<file path="config.mk">
export PLATFORM = sky130hd
export DESIGN_NAME = fft_frame_sequencer_flat
export DESIGN_NICKNAME = d
export VERILOG_FILES = /design/src/rtl/fft_frame_sequencer_if.sv /design/src/rtl/fft_frame_sequencer.sv /design/src/flat_wrapper.sv
export SDC_FILE = /design/constraint.sdc
export NUM_CORES = 1
export LEC_CHECK = 0
export BUFFER_PORTS_ARGS = -buffer_cell sky130_fd_sc_hd__buf_2
export CAP_MARGIN = 20
export CORE_MARGIN = 2
export CORE_UTILIZATION = 60
export CTS_CLUSTER_DIAMETER = 30
export DETAILED_ROUTE_END_ITERATION = 8
export PLACE_DENSITY = 0.82
export RECOVER_POWER = 50
export SLEW_MARGIN = 20
export SYNTH_ARGS = -nofsm -noshare
export SYNTH_HDL_FRONTEND = slang
export SYNTH_SLANG_ARGS = --single-unit
</file>
<file path="constraint.sdc">
create_clock -name clk -period 6.35 [get_ports clk]
set_input_delay 0.635 -clock clk [delete_from_list [all_inputs] [get_ports clk]]
set_output_delay 0.635 -clock clk [all_outputs]
set_load 0.03 [all_outputs]
</file>
<file path="src/rtl/fft_frame_sequencer_if.sv">
// fft_frame_sequencer_if
// Bundles the frame sequencer's handshake and address signals into one interface.
// There are three groups of signals:
//   SPI side    : frame_ready, src_addr, res_wr_en, res_wr_addr,
//                 result_ready, result_ack
//   FFT side    : fft_load, fft_load_addr, fft_start, fft_done,
//                 fft_out_valid, fft_clear
//   status      : busy, error, overrun_cnt
// Modports:
//   master : the sequencer
//   slave  : the surrounding SPI RAM / FFT / host logic
interface fft_frame_sequencer_if #(
  parameter int AW    = 9,
  parameter int OVR_W = 8
);
  logic             frame_ready;
  logic [AW-1:0]    src_addr;
  logic             fft_load;
  logic [AW-1:0]    fft_load_addr;
  logic             fft_start;
  logic             fft_done;
  logic             fft_out_valid;
  logic             fft_clear;
  logic             res_wr_en;
  logic [AW-1:0]    res_wr_addr;
  logic             result_ready;
  logic             result_ack;
  logic             busy;
  logic             error;
  logic [OVR_W-1:0] overrun_cnt;

  modport master (
    input  frame_ready, fft_done, fft_out_valid, result_ack,
    output src_addr, fft_load, fft_load_addr, fft_start, fft_clear,
           res_wr_en, res_wr_addr, result_ready, busy, error, overrun_cnt
  );

  modport slave (
    output frame_ready, fft_done, fft_out_valid, result_ack,
    input  src_addr, fft_load, fft_load_addr, fft_start, fft_clear,
           res_wr_en, res_wr_addr, result_ready, busy, error, overrun_cnt
  );
endinterface

</file>
<file path="src/rtl/fft_frame_sequencer.sv">
// fft_frame_sequencer
// Frame scheduler between the SPI sample RAM and the FFT controller.
// One rising edge of frame_ready runs one complete frame:
//   1. Stream N samples into the FFT, compensating for the RAM read latency.
//   2. Pulse fft_start.
//   3. Wait for fft_done, bounded by a timeout.
//   4. Write the N results back to the RAM.
//   5. Hold result_ready until the host acknowledges.
// Ports:
//   clk   : system clock
//   reset : asynchronous, active-high
//   bus   : fft_frame_sequencer_if.master
//           (SPI RAM, FFT and host handshakes, plus status)
module fft_frame_sequencer #(
  parameter int N       = 512,
  parameter int AW      = 9,
  parameter int RD_LAT  = 1,
  parameter int TIMEOUT = 65535,
  parameter int OVR_W   = 8
) (
  input  logic                  clk,
  input  logic                  reset,
  fft_frame_sequencer_if.master bus
);

  localparam int CW = AW + 1;
  localparam int TW = $clog2(TIMEOUT + 1);

  typedef enum logic [2:0] {
    S_IDLE,
    S_LOAD,
    S_LAUNCH,
    S_PROCESS,
    S_UNLOAD,
    S_HOLD
  } state_t;

  state_t           state_q, state_d;

  logic             fr_q, fr_prev_q;
  logic [AW-1:0]    rd_ptr_q;
  logic [CW-1:0]    iss_cnt_q;
  logic [CW-1:0]    ld_cnt_q;
  logic             dl_vld_q  [RD_LAT];
  logic [AW-1:0]    dl_addr_q [RD_LAT];
  logic [TW-1:0]    tmo_q;
  logic [AW-1:0]    wr_ptr_q;
  logic [CW-1:0]    wr_cnt_q;
  logic             err_q;
  logic [OVR_W-1:0] ovr_q;

  logic trig;
  logic issue;
  logic load_w;
  logic start_frame;
  logic overrun;
  logic start_w, clear_w, wr_en_w, ready_w, expire_w;

  assign trig   = fr_q & ~fr_prev_q;
  assign issue  = (state_q == S_LOAD) && (iss_cnt_q < CW'(N));
  assign load_w = dl_vld_q[RD_LAT-1];

  // An acknowledge that lands together with a new trigger restarts
  // immediately, so that frame is neither lost nor counted as an overrun.
  assign start_frame = trig && ((state_q == S_IDLE) ||
                                ((state_q == S_HOLD) && bus.result_ack));
  assign overrun     = trig && (state_q != S_IDLE) &&
                       !((state_q == S_HOLD) && bus.result_ack);

  always_ff @(posedge clk or posedge reset) begin
    if (reset) begin
      state_q <= S_IDLE;
    end else begin
      state_q <= state_d;
    end
  end

  always_comb begin
    state_d  = state_q;
    start_w  = 1'b0;
    clear_w  = 1'b0;
    wr_en_w  = 1'b0;
    ready_w  = 1'b0;
    expire_w = 1'b0;
    case (state_q)
      S_IDLE: begin
        if (trig) state_d = S_LOAD;
      end
      S_LOAD: begin
        // Leave once the N-th delayed load strobe has gone out.
        if (load_w && (ld_cnt_q == CW'(N - 1))) state_d = S_LAUNCH;
      end
      S_LAUNCH: begin
        start_w = 1'b1;
        state_d = S_PROCESS;
      end
      S_PROCESS: begin
        // tmo_q counts the PROCESS cycles already spent, so expiry
        // happens on the TIMEOUT-th cycle in this state.
        if (bus.fft_done) begin
          state_d = S_UNLOAD;
        end else if (tmo_q == TW'(TIMEOUT - 1)) begin
          expire_w = 1'b1;
          clear_w  = 1'b1;
          state_d  = S_IDLE;
        end
      end
      S_UNLOAD: begin
        if (bus.fft_out_valid) begin
          wr_en_w = 1'b1;
          if (wr_cnt_q == CW'(N - 1)) begin
            clear_w = 1'b1;
            state_d = S_HOLD;
          end
        end
      end
      S_HOLD: begin
        ready_w = 1'b1;
        if (bus.result_ack) state_d = trig ? S_LOAD : S_IDLE;
      end
      default: state_d = S_IDLE;
    endcase
  end

  always_ff @(posedge clk or posedge reset) begin
    if (reset) begin
      fr_q      <= 1'b0;
      fr_prev_q <= 1'b0;
      rd_ptr_q  <= '0;
      iss_cnt_q <= '0;
      ld_cnt_q  <= '0;
      for (int i = 0; i < RD_LAT; i++) begin
        dl_vld_q[i]  <= 1'b0;
        dl_addr_q[i] <= '0;
      end
      tmo_q     <= '0;
      wr_ptr_q  <= '0;
      wr_cnt_q  <= '0;
      err_q     <= 1'b0;
      ovr_q     <= '0;
    end else begin
      fr_q      <= bus.frame_ready;
      fr_prev_q <= fr_q;

      // Issue side: the pointer parks on N-1 after the last read.
      // The wider issue count decides termination, so pointer wrap never matters.
      if (start_frame) begin
        rd_ptr_q  <= '0;
        iss_cnt_q <= '0;
        ld_cnt_q  <= '0;
      end else begin
        if (issue) begin
          iss_cnt_q <= iss_cnt_q + CW'(1);
          if (iss_cnt_q != CW'(N - 1)) rd_ptr_q <= rd_ptr_q + AW'(1);
        end
        if (load_w) ld_cnt_q <= ld_cnt_q + CW'(1);
      end

      // Read-latency delay line: stage 0 captures the address being issued.
      dl_vld_q[0]  <= issue;
      dl_addr_q[0] <= rd_ptr_q;
      for (int i = 1; i < RD_LAT; i++) begin
        dl_vld_q[i]  <= dl_vld_q[i-1];
        dl_addr_q[i] <= dl_addr_q[i-1];
      end

      if (state_q == S_LAUNCH) begin
        tmo_q <= '0;
      end else if (state_q == S_PROCESS) begin
        tmo_q <= tmo_q + TW'(1);
      end

      if ((state_q == S_PROCESS) && bus.fft_done) begin
        wr_ptr_q <= '0;
        wr_cnt_q <= '0;
      end else if (wr_en_w) begin
        wr_ptr_q <= wr_ptr_q + AW'(1);
        wr_cnt_q <= wr_cnt_q + CW'(1);
      end

      if (expire_w) err_q <= 1'b1;

      if (overrun && (ovr_q != {OVR_W{1'b1}})) ovr_q <= ovr_q + OVR_W'(1);
    end
  end

  assign bus.src_addr      = rd_ptr_q;
  assign bus.fft_load      = load_w;
  assign bus.fft_load_addr = dl_addr_q[RD_LAT-1];
  assign bus.fft_start     = start_w;
  assign bus.fft_clear     = clear_w;
  assign bus.res_wr_en     = wr_en_w;
  assign bus.res_wr_addr   = wr_ptr_q;
  assign bus.result_ready  = ready_w;
  assign bus.busy          = (state_q != S_IDLE);
  assign bus.error         = err_q;
  assign bus.overrun_cnt   = ovr_q;

endmodule

</file>
<file path="src/flat_wrapper.sv">
// flat-port wrapper written by rule: the top's interface ports become plain ports
module fft_frame_sequencer_flat 
#(
  parameter int N       = 512,
  parameter int AW      = 9,
  parameter int RD_LAT  = 1,
  parameter int TIMEOUT = 65535,
  parameter int OVR_W   = 8
)
  (clk, reset, bus_frame_ready, bus_fft_done, bus_fft_out_valid, bus_result_ack, bus_src_addr, bus_fft_load, bus_fft_load_addr, bus_fft_start, bus_fft_clear, bus_res_wr_en, bus_res_wr_addr, bus_result_ready, bus_busy, bus_error, bus_overrun_cnt);
  fft_frame_sequencer_if #(.AW(AW), .OVR_W(OVR_W)) bus_i ();
  input  logic clk;
  input  logic reset;
  input wire logic [$bits(bus_i.frame_ready)-1:0] bus_frame_ready;
  input wire logic [$bits(bus_i.fft_done)-1:0] bus_fft_done;
  input wire logic [$bits(bus_i.fft_out_valid)-1:0] bus_fft_out_valid;
  input wire logic [$bits(bus_i.result_ack)-1:0] bus_result_ack;
  output wire logic [$bits(bus_i.src_addr)-1:0] bus_src_addr;
  output wire logic [$bits(bus_i.fft_load)-1:0] bus_fft_load;
  output wire logic [$bits(bus_i.fft_load_addr)-1:0] bus_fft_load_addr;
  output wire logic [$bits(bus_i.fft_start)-1:0] bus_fft_start;
  output wire logic [$bits(bus_i.fft_clear)-1:0] bus_fft_clear;
  output wire logic [$bits(bus_i.res_wr_en)-1:0] bus_res_wr_en;
  output wire logic [$bits(bus_i.res_wr_addr)-1:0] bus_res_wr_addr;
  output wire logic [$bits(bus_i.result_ready)-1:0] bus_result_ready;
  output wire logic [$bits(bus_i.busy)-1:0] bus_busy;
  output wire logic [$bits(bus_i.error)-1:0] bus_error;
  output wire logic [$bits(bus_i.overrun_cnt)-1:0] bus_overrun_cnt;
  assign bus_i.frame_ready = bus_frame_ready;
  assign bus_i.fft_done = bus_fft_done;
  assign bus_i.fft_out_valid = bus_fft_out_valid;
  assign bus_i.result_ack = bus_result_ack;
  assign bus_src_addr = bus_i.src_addr;
  assign bus_fft_load = bus_i.fft_load;
  assign bus_fft_load_addr = bus_i.fft_load_addr;
  assign bus_fft_start = bus_i.fft_start;
  assign bus_fft_clear = bus_i.fft_clear;
  assign bus_res_wr_en = bus_i.res_wr_en;
  assign bus_res_wr_addr = bus_i.res_wr_addr;
  assign bus_result_ready = bus_i.result_ready;
  assign bus_busy = bus_i.busy;
  assign bus_error = bus_i.error;
  assign bus_overrun_cnt = bus_i.overrun_cnt;
  fft_frame_sequencer #(.N(N), .AW(AW), .RD_LAT(RD_LAT), .TIMEOUT(TIMEOUT), .OVR_W(OVR_W)) u_core (.clk(clk), .reset(reset), .bus(bus_i));
endmodule
</file>
### Word level (Yosys, flattened, before mapping)

Cells that the tools add are included.

| word-level totals | value |
|---|---|
| register bits after elaboration | 88 |
| input port bits | 6 |
| output and inout port bits | 42 |
| logic and storage cells | 90 |

| operators by class | value |
|---|---|
| $add $sub $neg | 7 |
| $lt $le $gt $ge | 1 |
| eq/ne operators | 16 |
| muxes and demuxes | 32 |
| bitwise logic cells | 2 |
| reductions and logical operators | 19 |

Operator list:

| kind | count |
|---|---|
| 10-bit two-way mux | 6 |
| 9-bit two-way mux | 5 |
| 16-bit two-way mux | 2 |
| 10-bit by 1-bit adder with 10-bit output (second input constant) | 3 |
| 3-bit two-way mux | 7 |
| 10-bit by 9-bit == test with 1-bit output (second input constant) | 2 |
| 9-bit by 1-bit adder with 9-bit output (second input constant) | 2 |
| 3-bit one-hot mux with 6 select lines | 1 |
| 16-bit by 1-bit adder with 16-bit output (second input constant) | 1 |
| 16-bit == test (second input constant) | 1 |
| 10-bit < comparator (second input constant) | 1 |
| 1-bit two-way mux | 10 |
| 10-bit by 9-bit != test with 1-bit output (second input constant) | 1 |
| 2-bit nonzero test | 5 |
| 8-bit by 1-bit adder with 8-bit output (second input constant) | 1 |
| 1-bit logical AND | 8 |
| 8-bit != test (second input constant) | 1 |
| 3-bit by 2-bit == test with 1-bit output (second input constant) | 2 |
| 3-bit == test (second input constant) | 2 |
| 2-bit != test (second input constant) | 3 |
| 6-bit AND reduction | 1 |
| 2-bit by 1-bit != test with 1-bit output (second input constant) | 2 |
| 3-bit by 1-bit == test with 1-bit output (second input constant) | 1 |
| 3-bit logical NOT | 1 |
| other kinds (8) | 8 |

### Depth between registers and ports, before layout

| depth | value |
|---|---|
| depth in word-level cells | 6 |
| mapped depth | 7 |
| depth with buffers taken out | 7 |

### Worst setup path before layout

Ideal clock, no wire load.

| timing path | value |
|---|---|
| path type | input to output |
| start | input port bus_fft_out_valid |
| end | output port bus_fft_clear |
| arrival time | 1.791 ns |
| required time | 5.715 ns |
| path slack | 3.924 ns |
| stages | 3 |
| buffers on the path | 0 |
| cells stage by stage | and4bb_1 -> nand3_1 -> o31ai_1 |

| between the ends | value |
|---|---|
| longest elaborated chain between the ends | 2 |

RTL lines:

| element | RTL line | source |
|---|---|---|
| start: declaration | flat_wrapper.sv:16 | `input wire logic [$bits(bus_i.fft_out_valid)-1:0] bus_fft_out_valid;` |
| 1-bit two-way mux | fft_frame_sequencer.sv:109 | `if (bus.fft_out_valid) begin` |
| 1-bit one-hot mux with 2 select lines | fft_frame_sequencer.sv:85 | `case (state_q)` |
| end: declaration | flat_wrapper.sv:22 | `output wire logic [$bits(bus_i.fft_clear)-1:0] bus_fft_clear;` |

No other way between the ends.

### Worst setup path in the final report

| timing path | value |
|---|---|
| start | register u_core.state_q[0] |
| end | output port bus_fft_clear |

| between the ends | value |
|---|---|
| longest elaborated chain between the ends | 2 |
| elaborated cells between the ends (all ways) | 3 |
| those cells by class | eq/ne (2); mux (1) |

RTL lines:

| element | RTL line | source |
|---|---|---|
| start: declaration | fft_frame_sequencer.sv:38 | `state_t state_q, state_d;` |
| start signal: assignment | fft_frame_sequencer.sv:74 | `state_q <= state_d;` |
| 3-bit == test / 3-bit by 2-bit == test with 1-bit output (equally long branches) | fft_frame_sequencer.sv:85 |  |
| 1-bit one-hot mux with 2 select lines * | fft_frame_sequencer.sv:85 |  |

Every way passes the cells marked *; elsewhere a longest branch is shown, timed or not.

==> results.txt <==
The initial cell density of the core was 0.611; the reported max-cap violation count was 0. The quantity of I/O buffers inserted on ports was 47. Setup repair after global routing left no endpoint under its margin. The count of state elements after synthesis works out to 88. In this run the cell area of the synthesized design comes to 4110 um2.

The tools report the count of cell types in the netlist as 48. The tools report the pin count of the biggest net entering global routing as 89. The critical path is of the flop to primary output type. Global routing finished with a remaining overflow of 0.

For this run, the number of standard cells in the final layout without fillers is 516. The arrival time of the worst setup path came out at 2.30 ns. The die covers 7520 um2. The post-route antenna net violation count was 0; the number of enable flip-flop cells after synthesis was 0. The setup check on the worst reg-to-reg path leaves a slack of 4.11 ns. The maximum achievable frequency came out at 0.340 GHz.

The tools report the final wirelength as 7580 um. The end point of the most critical hold path is u_core.fr_q. The run gives 0.536 as the portion of the post-synthesis area used by sequential elements. The number of setup buffers added after CTS is 0. The number of endpoints with negative hold slack in the final report came out at 0. After detailed placement, the design holds a cell count of 500.

The first-pass iteration count of the detailed router came out at 4. Top cell family by delay on the critical path: simple AND/OR/NAND/NOR gates. Master cell of the clock root buffer: clkbuf_8.

TritonCTS built the clock tree. The flow ran to the end, and the final reports show no timing, DRC or antenna violations. Yosys attributes the largest share of cell area to dfrtp_1 54%, xor2_1 7.0%, nor2_1 5.5%.

The async set-reset flop share out of synthesis was 1.00. In this run the horizontal extent of the chip is 86.7 um. After routing, the total negative slack on setup checks comes to 0 ns.

The number of global-route vias before repair is 2,842. For the number of sinks on the clock net, the log shows 88. The number of cells on the worst reg-to-reg path was 5.

In this run the vertical extent of the chip is 86.7 um. Setup-violating endpoint count in the final report: 0. The tools report the antenna diode count as 0. After legalization and detailed placement, the total HPWL measured 5030 um.

The category of the worst setup path capture point is a primary output. During synthesis, Yosys emitted a total of 0 warnings. Leaving out fill and tap cells, the most frequent cell in the layout is dfrtp_1. The worst register-to-register path begins at u_core.state_q[0].

The tools report the net count reported at finish as 445. Worst min-delay path class: input port to flop. The tools report the reg-to-reg critical path endpoint as u_core.iss_cnt_q[7].

For this run, design rule violations remaining after detail routing come to 0. The sum of buffers and inverters on the critical path is 1, and the number of violations reported at the end of detailed-routing iteration 0 is 191. Flip-flop cell with the highest count after synthesis: dfrtp_1. The tools report the worst min-delay path startpoint as bus_frame_ready. The number of instances on the worst hold path is 1.

Delay of the slowest critical-path stage: 0.68 ns. The largest fanout on the critical path was 20. The tools report the final RePlAce weighted congestion as 0.822.

The synthesized area per cell is 10.6 um2. The clock latency on the worst-skew pair was 0.36 ns; the setup skew after layout was 0.0107 ns. For this design, the slowest cell found on the critical path is and4bb_1. The number of antenna violations at the first check in global routing is 0, and the number of cells upsized or downsized after cts is 0. The H-tree generated during clock tree synthesis spans 3 levels. In the synthesized netlist, the number of instances is 387. For the largest buffer count on any clock path, the log shows 2. The wire length of the first global-routing pass came out at 13,000 um.

The synthesized design spends more area on one cell type than any other, namely dfrtp_1. Counting the buffers created by CTS gives 9. Dividing the detail-routed via count by the number of cells gives 5.62.

The floorplan has 30 rows. Power spread over the standard cell area amounts to 368 nW/um2. In this run the static leakage power is 2.20 nW. The cts-stage hold buffer count is 0. When the netlist entered floorplanning its net count stood at 401. The minimum clock period is 2.94 ns.

In the final routed layout, each cell accounts on average for 14.7 um. The tools report the final-report max-slew violation count as 0. At the pin with the least slew margin, the transition time is 0.781 ns. Data on the critical path is required at its endpoint by 5.71 ns. The period utilization is 0.463. Walking the worst path, the cells encountered are and4bb_1 > nand3_1 > o31ai_1 > buf_2.

The total of fill cells in the finished design came out at 507. I/O pin total: 48. Across all layers, the routed design uses 2,899 vias. The share of the synthesized area in the top cell type is 0.536. The relative slew slack came out at 0.477. The run gives 6720 um2 as the area of the placeable core. Compared with the post-synthesis result, the final layout area differs by 11.5%.

Startpoint type of the worst setup path: a flop. Fraction of final layout cells with drive strength greater than 1: 0.172. In the layout the commonest cells are 88 x dfrtp_1, 60 x nor2_1, 42 x buf_2.

The global-route total usage across every layer was 0.218; the clock transition at the register clock pins on the worst setup and hold paths after CTS was 0.09 ns. The worst-case IR drop observed on VDD is 0.214 mV.
through the flow:
step	worst slack [ns]	total power, mW	util	hold slack [ns]	instance area (um2)
2_1_floorplan	3.44	1.17	-	0.375	4110
3_3_place_gp	3.87	1.27	0.650	0.411	4370
3_5_place_dp	3.82	1.29	0.650	0.416	4370
4_1_cts	3.44	1.70	0.682	0.372	4580
5_1_grt	3.22	1.79	0.682	0.372	4580
6_report	3.41	1.69	0.682	0.383	4580
Yosys cell counts (2+ instances only):
| master | number |
|---|---|
| xnor2_1 | 22 |
| and3_1 | 10 |
| nand4_1 | 18 |
| nand2_1 | 26 |
| mux2i_1 | 2 |
| mux2_2 | 3 |
| nor4_1 | 2 |
| inv_1 | 5 |
| nand2b_1 | 3 |
| nor2_1 | 60 |
| nor3_1 | 3 |
| nand3b_1 | 2 |
| a21oi_1 | 8 |
| o21ai_0 | 10 |
| a22o_1 | 3 |
| nor2b_1 | 3 |
| nor3_2 | 3 |
| buf_2 | 9 |
| nor2_2 | 3 |
| buf_4 | 2 |
| nand3_1 | 25 |
| xor2_1 | 33 |
| or3_1 | 7 |
| ha_1 | 8 |
| and4_1 | 5 |
| clkbuf_1 | 3 |
| dfrtp_1 | 88 |
kinds of logic after synthesis:
kind of cell	synth area share
buffers and inverters	0.0256
AOI/OAI and AO/OA	0.0530
DFF	0.536
adders and majority gates	0.0244
and+or+nand+nor	0.228
xor gates and xnor gates	0.117
muxes	0.0158
layer usage:
metal / wire [um] / track usage / part of all wire
met5: 0 / 0 / 0
met4: 171 / 0.0980 / 0.023
met3: 186 / 0.0333 / 0.025
met2: 3720 / 0.347 / 0.49
met1: 3500 / 0.299 / 0.46
sequential cells by signal, indices dropped and copies added (netlist names), 8 cells and up:
register,count
u_core.iss_cnt_q,10
u_core.bus.fft_load_addr,9
u_core.bus.src_addr,9
u_core.bus.res_wr_addr,9
u_core.bus.overrun_cnt,8
u_core.tmo_q,16
u_core.ld_cnt_q,10
u_core.wr_cnt_q,10
where the power goes:
group          switching [mW]  total (mW)  internal, mW
Clock                   0.198       0.404         0.206
Sequential              0.130       0.788         0.658
Combinational           0.314       0.494         0.180
Total                   0.642        1.69          1.04
final cells by class:
type / count / area, um2 / area share
Timing Repair Buffer: 48 / 240 / 0.0525
Sequential cell: 88 / 2200 / 0.481
Clock buffer: 11 / 151 / 0.0331
Tap cell: 80 / 100 / 0.0219
Inverter: 6 / 23.8 / 0.00519
Clock inverter: 5 / 62.6 / 0.0137
Multi-Input combinational cell: 278 / 1800 / 0.393
worst max-delay path by stage:
stage	start	endpoint	slack, ns	cells past startpoint
2_1_floorplan	reset	u_core.bus.error	3.44	1
3_3_place_gp	bus_fft_out_valid	bus_fft_clear	3.87	5
3_5_place_dp	u_core.state_q[0]	u_core.iss_cnt_q[7]	3.82	4
4_1_cts	u_core.state_q[0]	bus_fft_clear	3.44	4
5_1_grt	u_core.state_q[0]	bus_fft_clear	3.22	4
6_report	u_core.state_q[0]	bus_fft_clear	3.41	4
Note: power is estimated with default switching activity, not from simulation.
